===== src/rtl/uio_arb_pkg.sv =====
// Shared definitions for the user-I/O request arbiter: tag-field placement
// and the width of the bad-tag counter.
package uio_arb_pkg;

  localparam int BAD_CNT_W = 16;

  // The source ID occupies the top tag_w bits; everything below is payload.
  function automatic int tag_lsb(input int data_w, input int tag_w);
    return data_w - tag_w;
  endfunction

endpackage


===== src/rtl/uio_rr_arb.sv =====
// Round-robin one-hot arbiter: the winner is the first requester that is
// both valid and enabled, searching upward from ptr and wrapping modulo N.
module uio_rr_arb #(
  parameter int N     = 4,
  parameter int IDX_W = $clog2(N)
) (
  input  logic [N-1:0]     vld,
  input  logic [N-1:0]     en,
  input  logic [IDX_W-1:0] ptr,
  output logic [N-1:0]     grant,
  output logic [IDX_W-1:0] grant_idx,
  output logic             grant_any
);

  logic [N-1:0] elig;

  assign elig = vld & en;

  // NOTE: every output gets a default before the search loop, so no path
  // leaves a signal unassigned and no latch is inferred.
  always_comb begin
    int idx;
    grant     = '0;
    grant_idx = '0;
    grant_any = 1'b0;
    idx       = 0;
    for (int k = 0; k < N; k++) begin
      idx = int'(ptr) + k;
      if (idx >= N) idx = idx - N;
      if (!grant_any && elig[idx]) begin
        grant_any  = 1'b1;
        grant[idx] = 1'b1;
        grant_idx  = IDX_W'(idx);
      end
    end
  end

endmodule


===== src/rtl/uio_rq_arbiter.sv =====
// Shares one UIO request/response port pair between NUM_REQ requesters:
// round-robin request issue with source-ID tagging, tag-steered responses.
module uio_rq_arbiter
  import uio_arb_pkg::*;
#(
  parameter int NUM_REQ         = 4,
  parameter int UIO_PORTS_WIDTH = 128
) (
  input  logic                               clk_per,
  input  logic                               reset_per_n,
  input  logic [NUM_REQ-1:0]                 req_vld,
  input  logic [NUM_REQ*UIO_PORTS_WIDTH-1:0] req_data,
  output logic [NUM_REQ-1:0]                 req_rdy,
  input  logic [NUM_REQ-1:0]                 req_en,
  output logic                               uio_rq_vld,
  output logic [UIO_PORTS_WIDTH-1:0]         uio_rq_data,
  input  logic                               uio_rq_afull,
  input  logic                               uio_rs_vld,
  input  logic [UIO_PORTS_WIDTH-1:0]         uio_rs_data,
  output logic                               uio_rs_afull,
  output logic [NUM_REQ-1:0]                 req_rs_vld,
  output logic [UIO_PORTS_WIDTH-1:0]         req_rs_data,
  input  logic [NUM_REQ-1:0]                 req_rs_afull,
  output logic [BAD_CNT_W-1:0]               bad_tag_cnt
);

  localparam int TAG_W = $clog2(NUM_REQ);
  localparam int PAY_W = tag_lsb(UIO_PORTS_WIDTH, TAG_W);
  localparam logic [TAG_W:0] NUM_REQ_L = (TAG_W + 1)'(NUM_REQ);

  logic               afull_r;
  logic [TAG_W-1:0]   rr_ptr;
  logic [TAG_W-1:0]   next_ptr;
  logic [NUM_REQ-1:0] en_eff;
  logic [NUM_REQ-1:0] grant;
  logic [TAG_W-1:0]   grant_idx;
  logic               grant_any;
  logic [PAY_W-1:0]   win_payload;
  logic [TAG_W-1:0]   rs_tag;
  logic [NUM_REQ-1:0] rs_vld_d;
  logic               rs_bad;

  assign en_eff = req_en & {NUM_REQ{~afull_r}};

  uio_rr_arb #(
    .N     (NUM_REQ),
    .IDX_W (TAG_W)
  ) u_arb (
    .vld       (req_vld),
    .en        (en_eff),
    .ptr       (rr_ptr),
    .grant     (grant),
    .grant_idx (grant_idx),
    .grant_any (grant_any)
  );

  // Grants are suppressed while reset is held so no requester sees a
  // handshake that the registers cannot capture.
  assign req_rdy  = grant & {NUM_REQ{reset_per_n}};
  assign next_ptr = (grant_idx == TAG_W'(NUM_REQ - 1)) ? '0 : grant_idx + TAG_W'(1);

  always_comb begin
    win_payload = '0;
    for (int i = 0; i < NUM_REQ; i++) begin
      if (grant[i]) win_payload |= req_data[i*UIO_PORTS_WIDTH +: PAY_W];
    end
  end

  always_comb begin
    rs_tag = uio_rs_data[UIO_PORTS_WIDTH-1 -: TAG_W];
    for (int i = 0; i < NUM_REQ; i++) begin
      rs_vld_d[i] = uio_rs_vld && (rs_tag == TAG_W'(i));
    end
    rs_bad = uio_rs_vld && ({1'b0, rs_tag} >= NUM_REQ_L);
  end

  // NOTE: sequential state is updated only with non-blocking assignments so
  // every flop samples the pre-edge values regardless of statement order.
  always_ff @(posedge clk_per or negedge reset_per_n) begin
    if (!reset_per_n) begin
      afull_r      <= 1'b0;
      rr_ptr       <= '0;
      uio_rq_vld   <= 1'b0;
      uio_rq_data  <= '0;
      req_rs_vld   <= '0;
      req_rs_data  <= '0;
      uio_rs_afull <= 1'b0;
      bad_tag_cnt  <= '0;
    end else begin
      afull_r      <= uio_rq_afull;
      uio_rs_afull <= |req_rs_afull;
      uio_rq_vld   <= grant_any;
      if (grant_any) begin
        rr_ptr      <= next_ptr;
        uio_rq_data <= {grant_idx, win_payload};
      end
      req_rs_vld <= rs_vld_d;
      if (uio_rs_vld) req_rs_data <= uio_rs_data;
      if (rs_bad && (bad_tag_cnt != '1)) bad_tag_cnt <= bad_tag_cnt + BAD_CNT_W'(1);
    end
  end

endmodule


===== config.mk =====
export PLATFORM = sky130hd
export DESIGN_NAME = uio_rq_arbiter
export DESIGN_NICKNAME = d
export VERILOG_FILES = /design/src/rtl/uio_arb_pkg.sv /design/src/rtl/uio_rr_arb.sv /design/src/rtl/uio_rq_arbiter.sv
export SDC_FILE = /design/constraint.sdc
export NUM_CORES = 1
export LEC_CHECK = 0
export ABC_AREA = 1
export BUFFER_PORTS_ARGS = -buffer_cell sky130_fd_sc_hd__buf_2
export CORE_AREA = 2 2 364 366
export CTS_CLUSTER_SIZE = 10
export DETAILED_ROUTE_END_ITERATION = 10
export DIE_AREA = 0 0 366 368
export HOLD_SLACK_MARGIN = 0.02
export PLACE_DENSITY_LB_ADDON = 0.1
export SYNTH_ARGS = -nofsm -noshare
export SYNTH_HDL_FRONTEND = slang
export SYNTH_SLANG_ARGS = --single-unit

===== constraint.sdc =====
create_clock -name clk_per -period 5.4 [get_ports clk_per]
set_clock_uncertainty 0.2 [all_clocks]
set_input_delay 0.54 -clock clk_per [delete_from_list [all_inputs] [get_ports clk_per]]
set_output_delay 0.54 -clock clk_per [all_outputs]
set_load 0.1 [all_outputs]

# ---- Word level (Yosys, flattened, before mapping)
# Cells that the tools add are included.
dict set report word_totals {
  reg_bits 265
  input_bits 656
  elab_cells 98
}
dict set report op_classes {
  n_addsub 8
  magnitude_cmp 12
  eq_ne 4
  muxes 41
  bitwise_logic 10
  n_reduce_logical 16
}
# operator count
set op_table {}
lappend op_table {{$mux 126} 4}
lappend op_table {{$or 126x126->126} 3}
lappend op_table {{$ge 32x1->1 const B} 4}
lappend op_table {{$lt 32x4->1 const B} 4}
lappend op_table {{$mux 32} 4}
lappend op_table {{$ge 32x4->1 const B} 3}
lappend op_table {{$sub 32x4->32 const B} 3}
lappend op_table {{$mux 1} 16}
lappend op_table {{$mux 4} 4}
lappend op_table {{$and 4x4->4} 3}
lappend op_table {{$or 4x4->4} 3}
lappend op_table {{$logic_and 1x1->1} 11}
lappend op_table {{$mux 2} 5}
lappend op_table {{$bmux 1 s2} 4}
lappend op_table {{$demux 1 s2} 4}
lappend op_table {{$add 2x2->3 const B} 2}
lappend op_table {{$eq 2x2->1 const B} 3}
lappend op_table {{$reduce_or 4->1} 1}
lappend op_table {{$sub 2x3->4 const B} 1}
lappend op_table {{$add 2x1->3 const B} 1}
lappend op_table {{$ge 2x3->1 const B} 1}
lappend op_table {{$logic_not 1->1} 3}
lappend op_table {{$add 2x1->2 const B} 1}
lappend op_table {{$eq 2x1->1 const B} 1}
lappend op_table {{2 further kinds} 2}

# ---- Logic depth before layout (Yosys ltp)
dict set report logic_depth {
  word_depth 23
  mapped_depth 17
  mapped_depth_nobuf 14
}

# ---- Modules after synthesis
# From an unflattened synthesis, not the netlist that was laid out.
dict set report hier_totals {
  hier_cells 1780
  hier_area_um2 14291.2
}
# mod n_inst cells_per_inst area_per_inst_um2
set by_module_without_submodules {}
lappend by_module_without_submodules {uio_rq_arbiter 1 1684 13718.2}
lappend by_module_without_submodules {uio_rr_arb 1 96 573.0}

# ---- Worst setup path before layout
# No wires, ideal clock.
dict set report synth_path {
  path_kind {flip-flop to output port}
  from {register with a tool-made name}
  to {output req_rdy[0]}
  arrival_ns 3.209
  setup_slack_ns 1.451
  stages_incl_launch_ff 12
  path_cell_list {dfrtp_1 > buf_4 > inv_4 > buf_6 > ha_1 > inv_1 > nand3_1 > nand2_1 > nand2_2 > nor2_4 > nand3_1 > a21oi_1}
}
# item line_no
set synth_lines {}
lappend synth_lines {{to (decl)} uio_rq_arbiter.sv:13} ;# output logic [NUM_REQ-1:0] req_rdy,

==> report_table.html <==
<table>
<tr><th>Metric</th><th>Value</th></tr>
<tr><th colspan="2">GRT</th></tr>
<tr><td>Leftover overflow at the end of global routing</td><td>0</td></tr>
<tr><td>Gr usage total</td><td>11.62%</td></tr>
<tr><td>Vias in the first global route</td><td>about 18000</td></tr>
<tr><td>Antenna violations before repair</td><td>7</td></tr>
<tr><td>Largest net degree at the start of global routing</td><td>115</td></tr>
<tr><td>Global-route wire length before repair</td><td>roughly 120000 microns</td></tr>
<tr><th colspan="2">Critical path</th></tr>
<tr><td>Maximum fanout count along the critical path</td><td>44</td></tr>
<tr><td>Most prevalent standard cell on the critical path</td><td>nand2_1</td></tr>
<tr><td>Worst stage delay on the critical path</td><td>between 600 and 700 ps</td></tr>
<tr><td>Worst-path cell chain</td><td>inv_4, ha_1, inv_1, nand3_1, nand2_1, nand2_2, nor2_4, nand3_1, nand2_4, buf_4, nand2_1, nand2_1, dlygate4sd3_1, nor2_1, dlygate4sd3_1, nand2_1</td></tr>
<tr><td>Setup crit start kind</td><td>flop</td></tr>
<tr><td>Required @ worst endpoint</td><td>5710 ps</td></tr>
<tr><td>CP max-delay cell</td><td>dfrtp_1</td></tr>
<tr><td>Worst setup path class</td><td>reg2reg</td></tr>
<tr><td>Nature of the critical path endpoint</td><td>flop</td></tr>
<tr><td>Arrival time worst endpoint</td><td>5040 ps</td></tr>
<tr><th colspan="2">Clocking</th></tr>
<tr><td>Count of hold buffers inserted by post-cts repair</td><td>450</td></tr>
<tr><td>Clock Sinks</td><td>265</td></tr>
<tr><td>H-tree lvl count</td><td>2</td></tr>
<tr><td>Max clock buf depth</td><td>3</td></tr>
<tr><td>Clock Tree Root</td><td>clkbuf_16</td></tr>
<tr><td>Setup Fix Bufs, Post-CTS</td><td>0</td></tr>
<tr><td>Clock input transition at the sequential cells of the worst setup and hold paths</td><td>~50 ps</td></tr>
<tr><td>TritonCTS clock tree</td><td>built</td></tr>
<tr><td>Post-cts gate resize count</td><td>0</td></tr>
<tr><td>Number of buffers inserted during clock tree synthesis</td><td>40</td></tr>
<tr><td>Clock latency of the later-clocked register in the worst-skew pair</td><td>590 ps</td></tr>
<tr><th colspan="2">STA</th></tr>
<tr><td>Setup repair after global routing missed its margin</td><td>false</td></tr>
<tr><td>Fin. max-slew vios</td><td>0</td></tr>
<tr><td>Post-route fraction of the period consumed by the critical path</td><td>87.53%</td></tr>
<tr><td>Final-report hold violation count</td><td>0</td></tr>
<tr><td>Worst-margin pin slew</td><td>840.7 ps</td></tr>
<tr><td>Tightest slew margin relative to the limit</td><td>43.95%</td></tr>
<tr><td>Post-layout min period</td><td>4727 ps</td></tr>
<tr><td>Final setup TNS</td><td>0 ps</td></tr>
<tr><td>Final setup violation count</td><td>0</td></tr>
<tr><td>F_max</td><td>0.2116 GHz</td></tr>
<tr><th colspan="2">Logic synthesis</th></tr>
<tr><td>FFs w/ async S/R, synth</td><td>between 90% and 100%</td></tr>
<tr><td>Combinational family with the most area after synthesis</td><td>simple AND/OR/NAND/NOR gates</td></tr>
<tr><td>Count of synthesis-stage warnings from yosys</td><td>0</td></tr>
<tr><td>Fraction of synthesized area in multiplexers</td><td>10.38%</td></tr>
<tr><td>Number of synthesized flops with an enable pin</td><td>0</td></tr>
<tr><td>Post-synthesis cell area</td><td>0.01366 sq mm</td></tr>
<tr><td>Post-synthesis share of cell area spent on full adders, half adders and majority gates</td><td>less than 1%</td></tr>
<tr><td>Synthesis-stage register bit count</td><td>~270</td></tr>
<tr><td>Sequential-to-total area share from yosys stat</td><td>48.53%</td></tr>
<tr><td>Count of different cell masters after synthesis</td><td>27</td></tr>
<tr><td>Post-Synthesis Cells</td><td>1757</td></tr>
<tr><td>Synth Area in Simple Gates</td><td>about 35%</td></tr>
<tr><td>Fraction of synthesized cell area in xor and xnor cells</td><td>0%</td></tr>
<tr><td>Mean instance size in the synthesized netlist</td><td>7.777 sq um</td></tr>
<tr><td>Ys flop type</td><td>dfrtp_1</td></tr>
<tr><td>Compound-gate portion of the synthesized area</td><td>0.5311%</td></tr>
<tr><th colspan="2">Layout</th></tr>
<tr><td>Layout cells sized above 1</td><td>36.48%</td></tr>
<tr><td>Final net count</td><td>3766</td></tr>
<tr><td>Synthesis-to-layout area growth</td><td>89.84%</td></tr>
<tr><th colspan="2">Floorplan</th></tr>
<tr><td>Y dimension of the die</td><td>368 microns</td></tr>
<tr><td>Placement row count</td><td>133</td></tr>
<tr><td>Std-Cell Core Area</td><td>0.1308 sq mm</td></tr>
<tr><td>Initial core utilization</td><td>10.45%</td></tr>
<tr><td>Area of the die</td><td>0.1347 sq mm</td></tr>
<tr><td>Top Ports</td><td>938</td></tr>
<tr><td>Horizontal die dimension</td><td>about 370 microns</td></tr>
<tr><th colspan="2">Pwr</th></tr>
<tr><td>Leakage</td><td>approximately 14 nW</td></tr>
<tr><td>Power density over the cells</td><td>748.3 mW/mm^2</td></tr>
<tr><td>Max rail drop VDD</td><td>roughly 0.00040 V</td></tr>
<tr><td>Final Power</td><td>a little under 20 mW</td></tr>
<tr><th colspan="2">Drt</th></tr>
<tr><td>Number of iterations in the first detailed-routing pass</td><td>4</td></tr>
<tr><td>Overall via count from detail_route</td><td>16272</td></tr>
<tr><td>DRC violations left</td><td>0</td></tr>
<tr><td>First-iteration detailed-routing DRC count</td><td>442</td></tr>
<tr><td>Drt total wl</td><td>around 80000 microns</td></tr>
<tr><td>Post-detailed-route count of antenna-violating nets</td><td>0</td></tr>
<tr><td>Routed wire length per instance</td><td>16.41 microns</td></tr>
<tr><td>Vias per cell</td><td>3.330</td></tr>
<tr><th colspan="2">Placement</th></tr>
<tr><td>Count of input and output buffers</td><td>913</td></tr>
<tr><td>RePlAce Congestion</td><td>approximately 0.79</td></tr>
<tr><td>DPL Wire Length</td><td>61940 microns</td></tr>
<tr><th colspan="2">Hold path</th></tr>
<tr><td>Tightest Hold Check Type</td><td>in2reg</td></tr>
<tr><td>Startpoint of the tightest hold check path</td><td>req_data[69]</td></tr>
<tr><th colspan="2">Flow run</th></tr>
<tr><td>Maximum capacitance violations</td><td>0</td></tr>
<tr><th colspan="2">Status</th></tr>
<tr><td>Status</td><td>completed</td></tr>
</table>
power by group:
part / internal [mW] / switching, mW
Sequential: 2.68 / 0.311
Combinational: 4.31 / 9.45
Clock: 1.55 / 1.11
Total: 8.54 / 10.9
registers in the layout (all words and copies together) (netlist names), named ones only:
signal	flops
uio_rq_vld	1
req_rs_vld	4
afull_r	1
req_rs_data	128
uio_rs_afull	1
uio_rq_data	128
rr_ptr	1
synthesized netlist by cell type, drive strengths merged, types with 4 or more instances:
master / number / area, sq um
nand3: 27 / 155.2
nor2: 148 / 575.6
nand4: 5 / 31.28
ha: 8 / 100.1
buf: 85 / 596.8
dfrtp: 265 / 6631
inv: 15 / 58.81
mux2: 126 / 1419
clkbuf: 13 / 48.80
o21ai: 4 / 20.02
a21oi: 6 / 30.03
nand2: 1050 / 3964
layout make-up:
cell class	count	area [sq um]
Fill cell	15101	104900
Timing Repair Buffer	1386	9321
Sequential cell	265	6631
Multi-Input combinational cell	1394	6422
Tap cell	1755	2196
Clock buffer	57	1125
Clock inverter	11	170.2
Inverter	15	63.81
Antenna cell	4	10.01
metrics by stage:
| step | area, sq um | setup slack (ps) | hold slack [ps] | utilization, % | cells |
|---|---|---|---|---|---|
| finish | 25940 | 673.2 | 69.27 | 19.83 | 4887 |
| global route | 25930 | 280.1 | 33.95 | 19.83 | 4885 |
| CTS | 25930 | 539.8 | 21.04 | 19.82 | 4883 |
| detailed placement | 20130 | 1650 | 223.4 | 15.39 | 4365 |
| global placement | 20130 | 1539 | 222.3 | 15.39 | 4365 |
| floorplan | 13720 | 1451 | 44.41 | - | 1772 |
cell families after synthesis:
group,Yosys count
flip-flops,265
buffers and inverters,113
other,1
multiplexers,126
AND/OR/NAND/NOR,1231
AO/OA/AOI/OAI,13
adder cells (fa/ha/maj),8
critical path, delay by kind of cell (launching register included):
family                     cells  cell delay, ps
adders and majority gates      1             400
buffers and inverters          5            1850
DFF                            1             650
and+or+nand+nor               10            1510
per-layer routing:
metal	global-route usage [%]	wire length, microns	vias to the layer above
met5	0	33	-
met4	4.590	3221	6
met3	3.012	4872	107
met2	21.36	41210	532
met1	12.64	30850	7533
li1	-	-	8094
cells in the final DEF, fill, tap and decap left out, types with 6 or more instances in the layout:
cell and instances:
conb_1 16, dfrtp_1 265, buf_4 19, a21oi_1 6
nand3_1 23, clkbuf_8 6, clkbuf_1 11, clkbuf_16 40
dlygate4sd3_1 450, mux2_2 126, buf_2 911, nand2_1 1043
nor2_1 142, ha_1 8, inv_1 10
path summary, 6_finish.rpt:
check / cells after the start / slack [ps] / end
worst max-delay path: 16 / 670 / uio_rq_data[87]
worst min-delay path: 5 / 70 / uio_rq_data[69]
worst max register to register: 16 / 670 / uio_rq_data[87]
worst min register to register: 2 / 270 / uio_rq_data[90]
max in group asynchronous: 4 / 3110 / req_rs_data[67]
min in group asynchronous: 2 / 170 / req_rs_data[44]
No activity file was read; power rests on OpenSTA's default activity.
